[config.mk]
export PLATFORM = sky130hd
export DESIGN_NAME = load_store_unit_flat
export DESIGN_NICKNAME = d
export VERILOG_FILES = /design/src/rtl/lsu_pkg.sv /design/src/rtl/load_store_unit_if.sv /design/src/rtl/lsu_load_align.sv /design/src/rtl/load_store_unit.sv /design/src/flat_wrapper.sv
export SDC_FILE = /design/constraint.sdc
export NUM_CORES = 1
export LEC_CHECK = 0
export ABC_AREA = 1
export CAP_MARGIN = 20
export CORE_MARGIN = 1
export CORE_UTILIZATION = 40
export CTS_BUF_LIST = sky130_fd_sc_hd__clkbuf_16
export CTS_CLUSTER_DIAMETER = 100
export DETAILED_ROUTE_END_ITERATION = 12
export DONT_BUFFER_PORTS = 1
export GPL_TIMING_DRIVEN = 0
export PLACE_DENSITY = 0.51
export SLEW_MARGIN = 20
export SYNTH_ARGS = -nofsm -noshare
export SYNTH_HDL_FRONTEND = slang
export SYNTH_SLANG_ARGS = --single-unit
[constraint.sdc]
create_clock -name clk -period 2.5 [get_ports clk]
set_input_delay 0.375 -clock clk [delete_from_list [all_inputs] [get_ports clk]]
set_output_delay 0.375 -clock clk [all_outputs]
set_load 0.005 [all_outputs]
[src/rtl/lsu_pkg.sv]
// Shared definitions for the load/store unit.
//   - func_3 access codes (size in bits [1:0], unsigned flag in bit [2])
//   - FSM state enum and access-size enum
//   - lane-width constants and size/fault helpers
package lsu_pkg;

  localparam logic [2:0] LSU_B  = 3'b000;
  localparam logic [2:0] LSU_H  = 3'b001;
  localparam logic [2:0] LSU_W  = 3'b010;
  localparam logic [2:0] LSU_BU = 3'b100;
  localparam logic [2:0] LSU_HU = 3'b101;

  localparam int BYTE_W    = 8;
  localparam int HALF_W    = 16;
  localparam int WORD_W    = 32;
  localparam int NUM_LANES = WORD_W / BYTE_W;

  typedef enum logic [1:0] {
    IDLE,
    ACCESS,
    DONE
  } lsu_state_t;

  typedef enum logic [1:0] {
    SZ_BYTE,
    SZ_HALF,
    SZ_WORD
  } lsu_size_t;

  // Undefined codes (011, 110, 111) fall into the word bucket.
  function automatic lsu_size_t lsu_size(input logic [2:0] f3);
    lsu_size_t sz;
    case (f3)
      LSU_B, LSU_BU: sz = SZ_BYTE;
      LSU_H, LSU_HU: sz = SZ_HALF;
      default:       sz = SZ_WORD;
    endcase
    return sz;
  endfunction

  // Alignment fault for a given size and byte offset; bytes never fault.
  function automatic logic lsu_fault(input lsu_size_t sz, input logic [1:0] off);
    logic f;
    case (sz)
      SZ_HALF: f = off[0];
      SZ_WORD: f = (off != 2'b00);
      default: f = 1'b0;
    endcase
    return f;
  endfunction

endpackage

[src/rtl/load_store_unit_if.sv]
// Data-memory port bundle between the load/store unit and memory.
//   master (LSU): drives mem_req, mem_we, mem_addr, mem_wdata, mem_byte_enable;
//                 receives mem_ready, mem_rdata.
//   slave (memory): the mirror image.
interface load_store_unit_if
  import lsu_pkg::*;
#(
  parameter int DATA_WIDTH = 32,
  parameter int ADDR_WIDTH = 32
);

  logic                  mem_req;
  logic                  mem_we;
  logic [ADDR_WIDTH-1:0] mem_addr;
  logic [DATA_WIDTH-1:0] mem_wdata;
  logic [NUM_LANES-1:0]  mem_byte_enable;
  logic                  mem_ready;
  logic [DATA_WIDTH-1:0] mem_rdata;

  modport master (
    output mem_req, mem_we, mem_addr, mem_wdata, mem_byte_enable,
    input  mem_ready, mem_rdata
  );

  modport slave (
    input  mem_req, mem_we, mem_addr, mem_wdata, mem_byte_enable,
    output mem_ready, mem_rdata
  );

endinterface

[src/rtl/lsu_load_align.sv]
// Combinational load extraction: picks the byte/half/word addressed by the
// registered offset out of the memory word and sign- or zero-extends it.
//   word   : raw memory read word
//   off    : byte offset of the access within the word
//   func_3 : access size and signedness
//   result : extended value for register write-back
module lsu_load_align
  import lsu_pkg::*;
(
  input  logic [WORD_W-1:0] word,
  input  logic [1:0]        off,
  input  logic [2:0]        func_3,
  output logic [WORD_W-1:0] result
);

  logic [BYTE_W-1:0] lanes [NUM_LANES];
  logic [BYTE_W-1:0] byte_val;
  logic [HALF_W-1:0] half_val;
  logic              sign_ext;

  genvar gi;
  generate
    for (gi = 0; gi < NUM_LANES; gi++) begin : g_lane
      assign lanes[gi] = word[gi*BYTE_W +: BYTE_W];
    end
  endgenerate

  assign byte_val = lanes[off];
  assign half_val = off[1] ? word[WORD_W-1:HALF_W] : word[HALF_W-1:0];
  // Bit 2 of func_3 marks the unsigned variants.
  assign sign_ext = ~func_3[2];

  always_comb begin
    result = word;
    case (lsu_size(func_3))
      SZ_BYTE: result = {{(WORD_W-BYTE_W){sign_ext & byte_val[BYTE_W-1]}}, byte_val};
      SZ_HALF: result = {{(WORD_W-HALF_W){sign_ext & half_val[HALF_W-1]}}, half_val};
      default: result = word;
    endcase
  end

endmodule

[src/rtl/load_store_unit.sv]
// Multi-cycle load/store unit. Accepts a decoder load/store strobe, checks
// alignment, registers a lane-aligned memory transaction, stalls the core
// until memory answers and returns the extended load result.
//   clk, rst     : clock and synchronous active-high reset
//   load, store  : decoder strobes (store wins if both are high)
//   func_3       : access size / signedness
//   address      : byte address
//   store_data   : rs2 value
//   load_data    : registered extended load result
//   stall        : hold the pipeline
//   misaligned   : combinational alignment fault for the current request
//   mem          : data-memory port (master side)
module load_store_unit
  import lsu_pkg::*;
#(
  parameter int DATA_WIDTH = 32,
  parameter int ADDR_WIDTH = 32
) (
  input  logic                  clk,
  input  logic                  rst,
  input  logic                  load,
  input  logic                  store,
  input  logic [2:0]            func_3,
  input  logic [ADDR_WIDTH-1:0] address,
  input  logic [DATA_WIDTH-1:0] store_data,
  output logic [DATA_WIDTH-1:0] load_data,
  output logic                  stall,
  output logic                  misaligned,
  load_store_unit_if.master     mem
);

  lsu_state_t state_reg, state_next;

  logic [ADDR_WIDTH-1:0] addr_reg;
  logic [DATA_WIDTH-1:0] wdata_reg;
  logic [NUM_LANES-1:0]  be_reg;
  logic                  we_reg;
  logic [2:0]            func3_reg;
  logic [1:0]            off_reg;
  logic [DATA_WIDTH-1:0] load_data_reg;

  logic [1:0]            off;
  lsu_size_t             size;
  logic                  req;
  logic                  fault;
  logic                  accept;
  logic                  complete;
  logic [NUM_LANES-1:0]  be_store;
  logic [NUM_LANES-1:0]  be_next;
  logic [DATA_WIDTH-1:0] wdata_next;
  logic [DATA_WIDTH-1:0] align_result;

  assign off   = address[1:0];
  assign size  = lsu_size(func_3);
  assign req   = load | store;
  assign fault = lsu_fault(size, off);

  assign misaligned = req & (state_reg == IDLE) & fault;
  assign accept     = req & (state_reg == IDLE) & ~fault;
  assign stall      = accept | (state_reg == ACCESS);
  // mem_ready only matters while a request is on the bus.
  assign complete   = (state_reg == ACCESS) & mem.mem_ready;

  // Store byte enables; a half store can only sit in lanes 0-1 or 2-3.
  always_comb begin
    be_store = 4'b1111;
    case (size)
      SZ_BYTE: be_store = 4'b0001 << off;
      SZ_HALF: be_store = 4'b0011 << {off[1], 1'b0};
      default: be_store = 4'b1111;
    endcase
  end

  assign be_next = store ? be_store : 4'b1111;

  // Replicate the stored byte/half across every lane so the enables alone
  // choose what memory writes.
  genvar gi;
  generate
    for (gi = 0; gi < NUM_LANES; gi++) begin : g_wlane
      assign wdata_next[gi*BYTE_W +: BYTE_W] =
        (size == SZ_BYTE) ? store_data[BYTE_W-1:0] :
        (size == SZ_HALF) ? store_data[(gi%2)*BYTE_W +: BYTE_W] :
                            store_data[gi*BYTE_W +: BYTE_W];
    end
  endgenerate

  always_comb begin
    state_next = state_reg;
    case (state_reg)
      IDLE:    if (accept) state_next = ACCESS;
      ACCESS:  if (mem.mem_ready) state_next = DONE;
      // load/store still belong to the retiring instruction here.
      DONE:    state_next = IDLE;
      default: state_next = IDLE;
    endcase
  end

  always_ff @(posedge clk) begin
    if (rst) begin
      state_reg     <= IDLE;
      addr_reg      <= '0;
      wdata_reg     <= '0;
      be_reg        <= '0;
      we_reg        <= 1'b0;
      func3_reg     <= 3'b000;
      off_reg       <= 2'b00;
      load_data_reg <= '0;
    end else begin
      state_reg <= state_next;
      if (accept) begin
        addr_reg  <= {address[ADDR_WIDTH-1:2], 2'b00};
        wdata_reg <= wdata_next;
        be_reg    <= be_next;
        we_reg    <= store;
        func3_reg <= func_3;
        off_reg   <= off;
      end
      if (complete && !we_reg) begin
        load_data_reg <= align_result;
      end
    end
  end

  lsu_load_align u_align (
    .word   (mem.mem_rdata),
    .off    (off_reg),
    .func_3 (func3_reg),
    .result (align_result)
  );

  assign load_data           = load_data_reg;
  assign mem.mem_req         = (state_reg == ACCESS);
  assign mem.mem_we          = we_reg;
  assign mem.mem_addr        = addr_reg;
  assign mem.mem_wdata       = wdata_reg;
  assign mem.mem_byte_enable = be_reg;

endmodule

[src/flat_wrapper.sv]
// flat-port wrapper written by rule: the top's interface ports become plain ports
module load_store_unit_flat import lsu_pkg::*;
#(
  parameter int DATA_WIDTH = 32,
  parameter int ADDR_WIDTH = 32
)
  (clk, rst, load, store, func_3, address, store_data, load_data, stall, misaligned, mem_mem_req, mem_mem_we, mem_mem_addr, mem_mem_wdata, mem_mem_byte_enable, mem_mem_ready, mem_mem_rdata);
  load_store_unit_if #(.DATA_WIDTH(DATA_WIDTH), .ADDR_WIDTH(ADDR_WIDTH)) mem_i ();
  input  logic clk;
  input  logic rst;
  input  logic load;
  input  logic store;
  input  logic [2:0] func_3;
  input  logic [ADDR_WIDTH-1:0] address;
  input  logic [DATA_WIDTH-1:0] store_data;
  output logic [DATA_WIDTH-1:0] load_data;
  output logic stall;
  output logic misaligned;
  output wire logic [$bits(mem_i.mem_req)-1:0] mem_mem_req;
  output wire logic [$bits(mem_i.mem_we)-1:0] mem_mem_we;
  output wire logic [$bits(mem_i.mem_addr)-1:0] mem_mem_addr;
  output wire logic [$bits(mem_i.mem_wdata)-1:0] mem_mem_wdata;
  output wire logic [$bits(mem_i.mem_byte_enable)-1:0] mem_mem_byte_enable;
  input wire logic [$bits(mem_i.mem_ready)-1:0] mem_mem_ready;
  input wire logic [$bits(mem_i.mem_rdata)-1:0] mem_mem_rdata;
  assign mem_mem_req = mem_i.mem_req;
  assign mem_mem_we = mem_i.mem_we;
  assign mem_mem_addr = mem_i.mem_addr;
  assign mem_mem_wdata = mem_i.mem_wdata;
  assign mem_mem_byte_enable = mem_i.mem_byte_enable;
  assign mem_i.mem_ready = mem_mem_ready;
  assign mem_i.mem_rdata = mem_mem_rdata;
  load_store_unit #(.DATA_WIDTH(DATA_WIDTH), .ADDR_WIDTH(ADDR_WIDTH)) u_core (.clk(clk), .rst(rst), .load(load), .store(store), .func_3(func_3), .address(address), .store_data(store_data), .load_data(load_data), .stall(stall), .misaligned(misaligned), .mem(mem_i));
endmodule
==> reports/results.txt, run 1 <==
For the via count of the first global-routing pass, the log shows 4351. Across the run, the number of max-cap violations was 0. For this configuration, the core starts out at a cell density of 41.6%. Measured against its own limit, the worst slew margin works out to 56.9%. The die is 112 microns tall. The library cells used most frequently in the layout, excluding fill and tap cells, are sky130_fd_sc_hd__nand2_1 (158), sky130_fd_sc_hd__a21oi_1 (108), sky130_fd_sc_hd__dfxtp_1 (106), sky130_fd_sc_hd__o21ai_0 (95), sky130_fd_sc_hd__inv_1 (91).

The clock period minus final worst setup slack is 2.20 ns, and the per-instance average area after synthesis is 6.94 sq um. The total DRC errors in the routed layout is 14, and the full die area is 0.0125 sq mm. At the pin with the least slew margin, the transition time is 0.647 ns. The reg-to-reg critical path startpoint was u_core.state_reg[1]. By area the synthesized netlist is led by sky130_fd_sc_hd__dfxtp_1 (44%), sky130_fd_sc_hd__nand2_1 (12%), sky130_fd_sc_hd__a21oi_1 (11%). In this run the worst path has a maximum fanout of 10.

Entering global routing, the biggest net connects 18 pins. In this run the clock root is driven by a sky130_fd_sc_hd__clkbuf_16. On the final layout, the worst clock skew is 0.00866 ns. Setup violations remaining at the end of the flow were counted as 0. The endpoint identified for the worst register-to-register timing path is u_core.off_reg[1].

The run gives 0 ns as the summed negative setup slack over all endpoints. The fill cell instance count of the final layout was 1261; the arrival time at the worst endpoint was 1.83 ns. The library cell contributing the largest single delay on the critical path was sky130_fd_sc_hd__nor3_4. Clock tree synthesis inserted a total of 9 buffers. Setup fix buffers added after clock tree synthesis: 0. Buffers placed on the I/O ports in this run total 0. For this run, the post-layout net count is 812. Maximum vdd drop: 0.306 mV. Synthesis inferred 106 register bits. In the routed layout, each cell is associated on average with a via count of 5.26. The final route contains 4499 vias.

The core region is 0.0116 sq mm. Of the available clock period, the critical path in the final layout requires 88.1%. The run gives 0 as the count of endpoints failing hold in the final timing report. Class of the worst hold path: in -> reg. Post-CTS repair changed the size of 0 cells. Timing would allow up to 454 MHz. The startpoint identified for the worst hold timing path is mem_mem_ready. Type of the setup path with the least slack: reg -> out. Dividing total power by cell area gives a power density of 738 mW/mm^2. Setup repair after global routing left no endpoint under its margin.

The number of max-slew violations in the final report is 0. Of the total power, the share spent switching nets is 30.1%. The logs give 3.90 mW for the total power draw and 0.00528 sq mm for the area of all placed cells without fillers.

The first global-routing pass estimated 23000 microns of wire. The H-tree depth reported by CTS came out at 3. Along the worst hold path, the cell count comes to 2.

The overall die width was 112 microns. The gate count of the mapped netlist is 696. The remaining antenna violation count is 0.

The run gives 39 as the count of standard-cell rows. The largest area contributor in the netlist is sky130_fd_sc_hd__dfxtp_1. The nature of the critical path endpoint is an output pin. After synthesis, the netlist uses 27 different library cells. Traced cell by cell, the critical path runs through nor3_4 > nand3_4 > buf_6 > buf_6 > o21ai_0. The post-place instance area was 0.00501 sq mm; the share of total power in combinational logic was 15.9%. Of the cells placed in the final design, the portion with a size suffix greater than 1 is 7.72%.

For the worst flop-to-flop path, the logic depth is 5. In this run the count of I/O pins placed on the die edge is 208. The first TritonRoute pass finished after 8 iterations. The run finished, with violations left. For hold timing, the worst endpoint is u_core.state_reg[1]. The final estimated routing congestion in global placement was 0.856; the worst setup margin was 0.298 ns. For this run the aggregate overflow at the end of global routing stands at 0. The synthesized netlist occupies a cell area of 0.00483 sq mm. Relative to the synthesized area, the layout overhead comes to 9.35%. The checks that failed: DRC. The buffer depth of the longest clock path came out at 2. The most numerous cell type found on the critical path is sky130_fd_sc_hd__buf_6. For the number of inserted diodes, the log shows 0. The largest stage delay on the critical path was 0.41 ns.

Minimum setup slack among reg-to-reg paths: 0.75 ns. Startpoint of the most critical setup path: u_core.state_reg[1]. The clock edge transition at the registers on the reported setup and hold paths works out to 0.07 ns. The leading cell type in the layout, fill and taps excluded was sky130_fd_sc_hd__nand2_1.

The tools report the worst path required time as 2.12 ns. The run gives 1.17 mW as the reported net switching power. The run gives 0 as the yosys synthesis warning count. The hold buffer count at cts came out at 0. The tools report the number of antenna violations at the first check in global routing as 0. CTS saw 106 sinks. STA classifies the critical path startpoint as a flop. The tools report the DRC marker count from the first detailed-route iteration as 209.

For the worst-skew pair, the clock arrives at the later sink with an insertion delay of 0.34 ns. Detailed placement ended at an HPWL of 11200 microns. The cell-internal power was 2.73 mW; the area share of the leading cell type in the synthesized netlist was 43.9%. The total routing resource utilization after global routing is 23.5%, and the static leakage is 2.30 nW.

At the placement stage, the worst setup path has a slack of 0.569 ns. The run gives 50.3% as the register share of total power. After synthesis, flip-flops and latches occupy 43.9% of the total area. The clock network is responsible for 33.8% of the overall power.

After detailed routing, the average wire length per cell comes to 16.9 microns. TritonCTS built the clock tree. Overall routed net length: 14400 microns.
==> how the worst max path moves through the flow <==
stage	endpoint	slack (ns)	depth (start not counted)
finish	stall	0.30	5
global route	stall	0.16	5
CTS	stall	0.24	5
detailed placement	stall	0.57	6
global placement	stall	0.58	6
floorplan	stall	0.83	6
==> metal layers <==
layer | vias to the layer above | GRT usage [%] | share of wire [%]
met2 | 177 | 38.6 | 46
met4 | 0 | 6.85 | 0.89
met1 | 2052 | 28.3 | 41
met3 | 10 | 9.09 | 11
li1 | 2260 | - | -
met5 | - | 0 | 0
==> cells by family (layout without fill, tap and decap cells) <==
kind of cell,Yosys count,in the layout,synth area share (%)
AND/OR/NAND/NOR,229,229,19.5
AO/OA/AOI/OAI,219,219,23.7
flip-flops,106,106,43.9
other,1,2,0.0776
buffers and inverters,141,156,12.8
==> stage by stage <==
step | cells | util [%] | hold WS [ns]
2_1_floorplan | 697 | - | 0.440
3_3_place_gp | 840 | 43.2 | 0.451
3_5_place_dp | 840 | 43.2 | 0.456
4_1_cts | 855 | 45.5 | 0.191
5_1_grt | 855 | 45.5 | 0.205
6_report | 855 | 45.5 | 0.202
==> synthesized netlist by cell type <==
master,instances
sky130_fd_sc_hd__nor2_1,41
sky130_fd_sc_hd__clkbuf_1,21
sky130_fd_sc_hd__a31oi_1,5
sky130_fd_sc_hd__buf_6,9
sky130_fd_sc_hd__or2_2,2
sky130_fd_sc_hd__nand2_1,158
sky130_fd_sc_hd__o211ai_1,5
sky130_fd_sc_hd__dfxtp_1,106
sky130_fd_sc_hd__a21boi_0,1
sky130_fd_sc_hd__nand3_4,1
sky130_fd_sc_hd__nand2_2,2
sky130_fd_sc_hd__a21oi_1,108
sky130_fd_sc_hd__clkinv_1,1
sky130_fd_sc_hd__conb_1,1
sky130_fd_sc_hd__nand4_1,9
sky130_fd_sc_hd__inv_1,91
sky130_fd_sc_hd__nor3_4,1
sky130_fd_sc_hd__inv_2,2
sky130_fd_sc_hd__a21oi_2,4
sky130_fd_sc_hd__clkinv_2,1
sky130_fd_sc_hd__o21ai_4,1
sky130_fd_sc_hd__nand3_1,11
sky130_fd_sc_hd__buf_2,12
sky130_fd_sc_hd__buf_4,2
sky130_fd_sc_hd__nor2_2,4
sky130_fd_sc_hd__o21ai_0,95
sky130_fd_sc_hd__buf_1,2
==> cell type report <==
type	count	area (sq um)	area share, %
Clock inverter	6	43.8	0.829
Sequential cell	106	2120	40.2
Tap cell	143	179	3.39
Clock buffer	9	225	4.26
Buffer	46	263	4.97
Multi-Input combinational cell	450	2090	39.6
Inverter	95	358	6.77
==> critical path, delay by kind of cell (launching register included) <==
family | cells | cell delay (ns)
AND/OR/NAND/NOR | 2 | 0.65
flip-flops | 1 | 0.35
buffers and inverters | 2 | 0.36
AO/OA/AOI/OAI | 1 | 0.11
==> power groups by stage <==
stage	sequential (mW)	clock, mW	combinational, mW
after floorplan	1.96	0	0.480
after global placement	2.00	0	0.606
after detailed placement	2.00	0	0.621
after CTS	1.96	1.36	0.624
after global routing	1.98	1.43	0.716
final	1.96	1.32	0.619
Note: power is estimated with default switching activity, not from simulation.
==> run 2: changes to the inputs <==
MAX_ROUTING_LAYER = met4   (was not set)
==> run 2 against run 1 <==
Against the previous run: the run still ends with DRC left; die area unchanged; combinational power about the same; power about the same; register-to-register slack about the same; design area unchanged; via count about the same; wire length about the same; critical path type unchanged; critical endpoint unchanged; largest power group unchanged; highest routed layer unchanged.
==> reports/results.txt, run 2 (synthesized netlist as in run 1, its figures left out) <==
The highest attainable clock frequency came out at 453 MHz (-0.16%). The max-capacitance violation count is 0 (unchanged), and the via count of the first global-routing pass is 4357 (+0.14%). The clock edge transition at the registers on the reported setup and hold paths is 0.07 ns (about the same).

The run gives 56.7% (-0.15 points) as the worst slew margin relative to its limit. For the maximum vdd drop, the log shows 0.305 mV (-0.11%). The total clock sinks is 106 (unchanged). The clock period minus final worst setup slack was 2.21 ns (+0.00361 ns); the via density per instance was 5.26 (about the same).

Buffer depth of the longest clock path: 2 (unchanged). Setup fix buffers added after clock tree synthesis: 0 (unchanged). The critical-path maximum fanout was 10 (unchanged); the detailed-route via count was 4500 (+0.022%). STA classifies the critical path endpoint as an output pin. The logs give 0.0125 sq mm (unchanged) for the full die area and 0 (unchanged) for the remaining antenna violation count. The clock latency at the later pin of the worst-skew pair is 0.35 ns (about the same).

The leading cell type in the layout, fill and taps excluded was sky130_fd_sc_hd__nand2_1. The tools report the post-layout utilization of the core as 45.5% (unchanged). The run finished, with violations left. The count of cells resized by post-cts repair is 0 (unchanged), and the static leakage is 2.30 nW (unchanged). The number of max-slew violations in the final report was 0 (unchanged). The logs give 1.83 ns (about the same) for the arrival time at the worst endpoint and 0.869 (+1.6%) for the final estimated routing congestion in global placement. Setup repair after global routing left no endpoint under its margin. The standard cell core area is 0.0116 sq mm (unchanged), and the worst path required time is 2.12 ns (about the same). The transition time of the tightest slew-check pin works out to 0.649 ns (+0.00230 ns). In the layout the commonest cells are sky130_fd_sc_hd__nand2_1 (158), sky130_fd_sc_hd__a21oi_1 (108), sky130_fd_sc_hd__dfxtp_1 (106), sky130_fd_sc_hd__o21ai_0 (95), sky130_fd_sc_hd__inv_1 (91). The type of the setup path with the least slack was reg -> out. The run gives 9 (unchanged) as the number of CTS-inserted buffers. The port buffer count is 0 (unchanged), and the total routing resource utilization after global routing is 24.2% (+0.72 points).

The count of endpoints failing hold in the final timing report was 0 (unchanged). The power density over cell area was 738 mW/mm^2 (about the same); the vertical die dimension was 112 microns (unchanged). Walking the worst path, the cells encountered are nor3_4 > nand3_4 > buf_6 > buf_6 > o21ai_0.

Library cell contributing the largest single delay on the critical path: sky130_fd_sc_hd__nor3_4. The total overflow reported by the global router came out at 0 (unchanged). In this run the worst hold path is classified as in -> reg. TritonCTS built the clock tree.

The average detailed-routed wire length per instance was 16.9 microns (about the same). The net count of the finished layout was 812 (unchanged). The hold buffer count at cts came out at 0 (unchanged). The tools report the pin count of the biggest net entering global routing as 18 (unchanged).

The checks that failed: DRC. The overall routed net length was 14400 microns (about the same); the DRC marker count from the first detailed-route iteration was 243 (+16%). The run gives 0 (unchanged) as the number of failing setup endpoints in the final timing report. The detailed-placement wirelength estimate is 11200 microns (unchanged), and the count of standard-cell rows is 39 (unchanged). The tools report the worst slack after detailed placement as 0.569 ns (unchanged). The number of inserted diodes came out at 0 (unchanged).

The cell seen most often among critical-path stages is sky130_fd_sc_hd__buf_6. For the H-tree depth reported by CTS, the log shows 3 (unchanged). The tools report the buffer type at the clock tree root as sky130_fd_sc_hd__clkbuf_16. The startpoint type of the worst setup path was a flop. The worst setup margin came out at 0.294 ns (-0.00361 ns). The fraction of final layout cells with drive strength greater than 1 was 7.72% (unchanged). The run gives 14 (unchanged) as the total DRC errors in the routed layout. The largest stage delay on the critical path was 0.41 ns (about the same). The wire length of the first global-routing pass is 23000 microns (about the same). The summed negative setup slack over all endpoints is 0 ns (unchanged), and the initial cell density of the core is 41.6% (unchanged). Number of iterations in the first detailed-routing pass: 9 (+1). The layout overhead on the synthesized area was 9.35% (unchanged). For the number of antenna violations at the first check in global routing, the log shows 0 (unchanged). The number of top-level pins is 208 (unchanged), and the clock skew after layout is 0.00927 ns (+0.000617 ns).

The overall die width is 112 microns (unchanged). The share of the clock period used by the worst path was 88.2% (+0.14 points).
## run 2: metrics by stage
step	cell area [sq um]	cells	hold slack [ns]	power (mW)
2_1_floorplan	4840	697	0.440	2.44
3_3_place_gp	5010	840	0.451	2.61
3_5_place_dp	5010	840	0.456	2.62
4_1_cts	5280	855	0.191	3.94
5_1_grt	5280	855	0.204	4.12
6_report	5280	855	0.198	3.90
## run 2: per-layer routing
metal | track usage [%] | part of all wire (%) | vias up
met2 | 38.8 | 46 | 167
met5 | - | 0 | -
li1 | - | - | 2258
met3 | 8.76 | 11 | 12
met1 | 28.5 | 42 | 2063
met4 | 6.58 | 1.0 | 0
## run 2: area by class of cell
cell class,instances,area [sq um]
Clock buffer,9,225
Tap cell,143,179
Buffer,46,263
Sequential cell,106,2120
Inverter,95,358
Fill cell,1261,6330
Multi-Input combinational cell,450,2090
Clock inverter,6,43.8
## run 2: worst paths after layout
check	start	end	slack [ns]	depth (start not counted)
setup / recovery	u_core.state_reg[1]	stall	0.29	5
setup reg to reg	u_core.state_reg[1]	u_core.off_reg[1]	0.76	5
hold / removal	mem_mem_ready	u_core.state_reg[1]	0.20	2
hold reg to reg	u_core.mem.mem_addr[12]	u_core.mem.mem_addr[12]	0.46	2
## run 2: report_power, final
| group | internal, mW | switching, mW |
|---|---|---|
| Combinational | 0.210 | 0.409 |
| Sequential | 1.84 | 0.120 |
| Clock | 0.674 | 0.647 |
## run 2: worst max-delay path: cells and delay by family, from the launching register on
family	cells	cell delay, ns
AO/OA/AOI/OAI	1	0.11
buffers and inverters	2	0.36
flip-flops	1	0.35
AND/OR/NAND/NOR	2	0.65
==> run 3: changes to the inputs <==
CELL_PAD_IN_SITES_DETAIL_PLACEMENT = 1   (was not set)
CELL_PAD_IN_SITES_GLOBAL_PLACEMENT = 1   (was not set)
CORE_UTILIZATION = 39   (was 40)
PLACE_DENSITY = 0.73   (was 0.51)
clock period = 1.95 ns   (was 2.5 ns; I/O delays follow)
==> run 3 against run 2 <==
Against the previous run: the run now ends clean; global-route usage increased by 1.6 points; clock power increased by 42%; power up 34%; sequential power up 29%; critical endpoint unchanged; largest cell class unchanged; largest power group unchanged.
==> reports/results.txt, run 3 (synthesized netlist as in run 1, its figures left out) <==
End point of the worst hold path: u_core.state_reg[1]. Count of cells resized by post-cts repair: 0 (unchanged). The max-capacitance violation count is 0 (unchanged), and the port buffer count is 0 (unchanged). For the static leakage, the log shows 2.34 nW (+1.4%). The tools report the highest attainable clock frequency as 543 MHz. The nature of the critical path endpoint is an output pin. The class of the worst hold path was in -> reg. The worst setup path is launched from a flop. The run gives 0.0121 sq mm (+3.9%) as the standard cell core area. Number of failing setup endpoints in the final timing report: 0 (unchanged). The worst reg2reg path depth is 9 (+4), and the summed negative setup slack over all endpoints is 0 ns (unchanged). Detailed-placement wirelength estimate: 12400 microns (+11%). The total DRC errors in the routed layout is 0 (-14). Number of inserted diodes: 0 (unchanged). After layout, the worst path uses 94.4% of the clock period. Remaining antenna violation count: 0 (unchanged). The tools report the net count of the finished layout as 814 (+0.25%). Leaving out fill and tap cells, the most frequent cell in the layout is sky130_fd_sc_hd__nand2_1.

The clock edge transition at the registers on the reported setup and hold paths is 0.07 ns (about the same), and the overall die width is 113 microns (+1.3%). The critical-path maximum fanout is 10 (unchanged), and the overall routed net length is 15900 microns (+10%). The worst slack after detailed placement was 0.145 ns (-0.424 ns); the number of CTS-inserted buffers was 9 (unchanged).

The run gives 40 (+2.6%) as the count of standard-cell rows. The worst hold path startpoint is mem_mem_ready. The post-layout utilization of the core was 44.4% (-1.1 points); the clock period minus final worst setup slack was 1.84 ns. Relative to the synthesized area, the layout overhead comes to 10.8%.

For the pin count of the biggest net entering global routing, the log shows 18 (unchanged). The cell total after placement is 865 (+3.0%), and the worst path required time is 1.66 ns (-0.46 ns). The total clock sinks was 106 (unchanged); the total routing resource utilization after global routing was 25.8% (+1.6 points).

Setup repair after global routing left no endpoint under its margin. The wire length of the first global-routing pass came out at 24600 microns (+6.9%). Worst reg2reg path endpoint: u_core.load_data[23].

The tools report the worst slew margin relative to its limit as 56.9% (+0.17 points). The count of non-filler cells in the finished layout is 883 (+3.3%). The logs give 220 (-9.5%) for the DRC marker count from the first detailed-route iteration and 0 (unchanged) for the count of endpoints failing hold in the final timing report. Leaving out fill and tap cells, the most frequent cells in the layout are sky130_fd_sc_hd__nand2_1 (158), sky130_fd_sc_hd__a21oi_1 (108), sky130_fd_sc_hd__dfxtp_1 (106), sky130_fd_sc_hd__o21ai_0 (95), sky130_fd_sc_hd__inv_1 (93). The final estimated routing congestion in global placement is 0.824 (-5.2%).

Reg-to-reg critical path startpoint: u_core.off_reg[1]. The H-tree depth reported by CTS was 3 (unchanged); the number of max-slew violations in the final report was 0 (unchanged). For the number of top-level pins, the log shows 208 (unchanged).

The average detailed-routed wire length per instance works out to 18.0 microns (+6.7%). The fill cell instance count of the final layout came out at 1589 (+26%). For the initial cell density of the core, the log shows 40.1% (-1.5 points). Via density per instance: 5.24 (-0.44%).

The run finished with clean final reports. The minimum setup slack among reg-to-reg paths was 0.24 ns (-0.52 ns); the buffer depth of the longest clock path was 2 (unchanged). The number of antenna violations at the first check in global routing was 0 (unchanged). The total overflow reported by the global router is 0 (unchanged). The transition time of the tightest slew-check pin came out at 0.647 ns (-0.00259 ns). The clock latency at the later pin of the worst-skew pair is 0.36 ns (about the same), and the number of iterations in the first detailed-routing pass is 6 (-3). The hold slack was 0.107 ns (-0.0915 ns); the arrival time at the worst endpoint was 1.55 ns (-0.28 ns). For the via count of the first global-routing pass, the log shows 4773 (+9.5%). The power density over cell area works out to 975 mW/mm^2 (+32%).

The fraction of final layout cells with drive strength greater than 1 works out to 7.97% (+0.25 points). The critical path in this run is classified as reg -> out. For the flip-flop and latch area, the log shows 0.00212 sq mm (unchanged). The vertical die dimension came out at 113 microns (+1.3%).

The maximum vdd drop came out at 0.382 mV (+25%). The worst setup margin is 0.109 ns (-0.184 ns). The number of stages on the worst hold path was 2 (unchanged). For the full die area, the log shows 0.0128 sq mm (+2.5%). TritonCTS built the clock tree.

The footprint of the multi-input gates came out at 0.00209 sq mm (unchanged). The cell sitting at the root of the clock tree is a sky130_fd_sc_hd__clkbuf_16. The logs give 4627 (+2.8%) for the detailed-route via count and 0.00872 ns (-0.000554 ns) for the clock skew after layout.
==> run 3: layout make-up <==
class                   count  share of cell area (%)
well taps                 168                    3.92
repair buffers              2                   0.280
plain buffers              46                    4.91
clock inverters             7                    1.31
flip-flops and latches    106                    39.6
clock buffers               9                    4.20
inverters                  95                    6.68
multi-input cells         450                    39.1
==> run 3: report_power, final <==
| part | internal [mW] | switching, mW |
|---|---|---|
| Combinational | 0.275 | 0.553 |
| Sequential | 2.36 | 0.158 |
| Clock | 1.00 | 0.875 |
| Total | 3.64 | 1.59 |
==> run 3: repair_timing <==
item	in CTS	in global routing
setup endpoints to repair	1	1
pin swaps	1	0
cloned	0	0
buffers inserted	1	1
hold buffers	0	0
==> run 3: how the worst max path moves through the flow <==
stage | cells after the start | end | start
final | 5 | stall | u_core.state_reg[1]
after global routing | 5 | stall | u_core.state_reg[1]
after CTS | 5 | stall | u_core.state_reg[1]
after detailed placement | 6 | u_core.mem.mem_wdata[30] | rst
after global placement | 6 | u_core.mem.mem_wdata[30] | rst
after floorplan | 6 | stall | func_3[0]
==> run 3: stage by stage <==
| stage | total power [mW] | area (sq um) |
|---|---|---|
| after floorplan | 3.13 | 4840 |
| after global placement | 3.34 | 5050 |
| after CTS | 5.25 | 5350 |
| after detailed placement | 3.39 | 5050 |
| final | 5.22 | 5360 |
| after global routing | 5.48 | 5360 |
==> run 3: routing by layer <==
layer / share of wire (%) / global-route usage (%) / vias to the layer above
met3: 9.0 / 9.16 / 26
met2: 49 / 44.0 / 170
li1: - / - / 2261
met5: 0 / - / -
met1: 40 / 27.7 / 2170
met4: 2.0 / 8.86 / 0
==> run 3: critical path, cell delays in order (launching register included) <==
cell	delay (ns)
sky130_fd_sc_hd__dfxtp_1	0.36
sky130_fd_sc_hd__nor3_4	0.23
sky130_fd_sc_hd__nand3_4	0.13
sky130_fd_sc_hd__buf_6	0.19
sky130_fd_sc_hd__buf_6	0.15
sky130_fd_sc_hd__o21ai_0	0.12
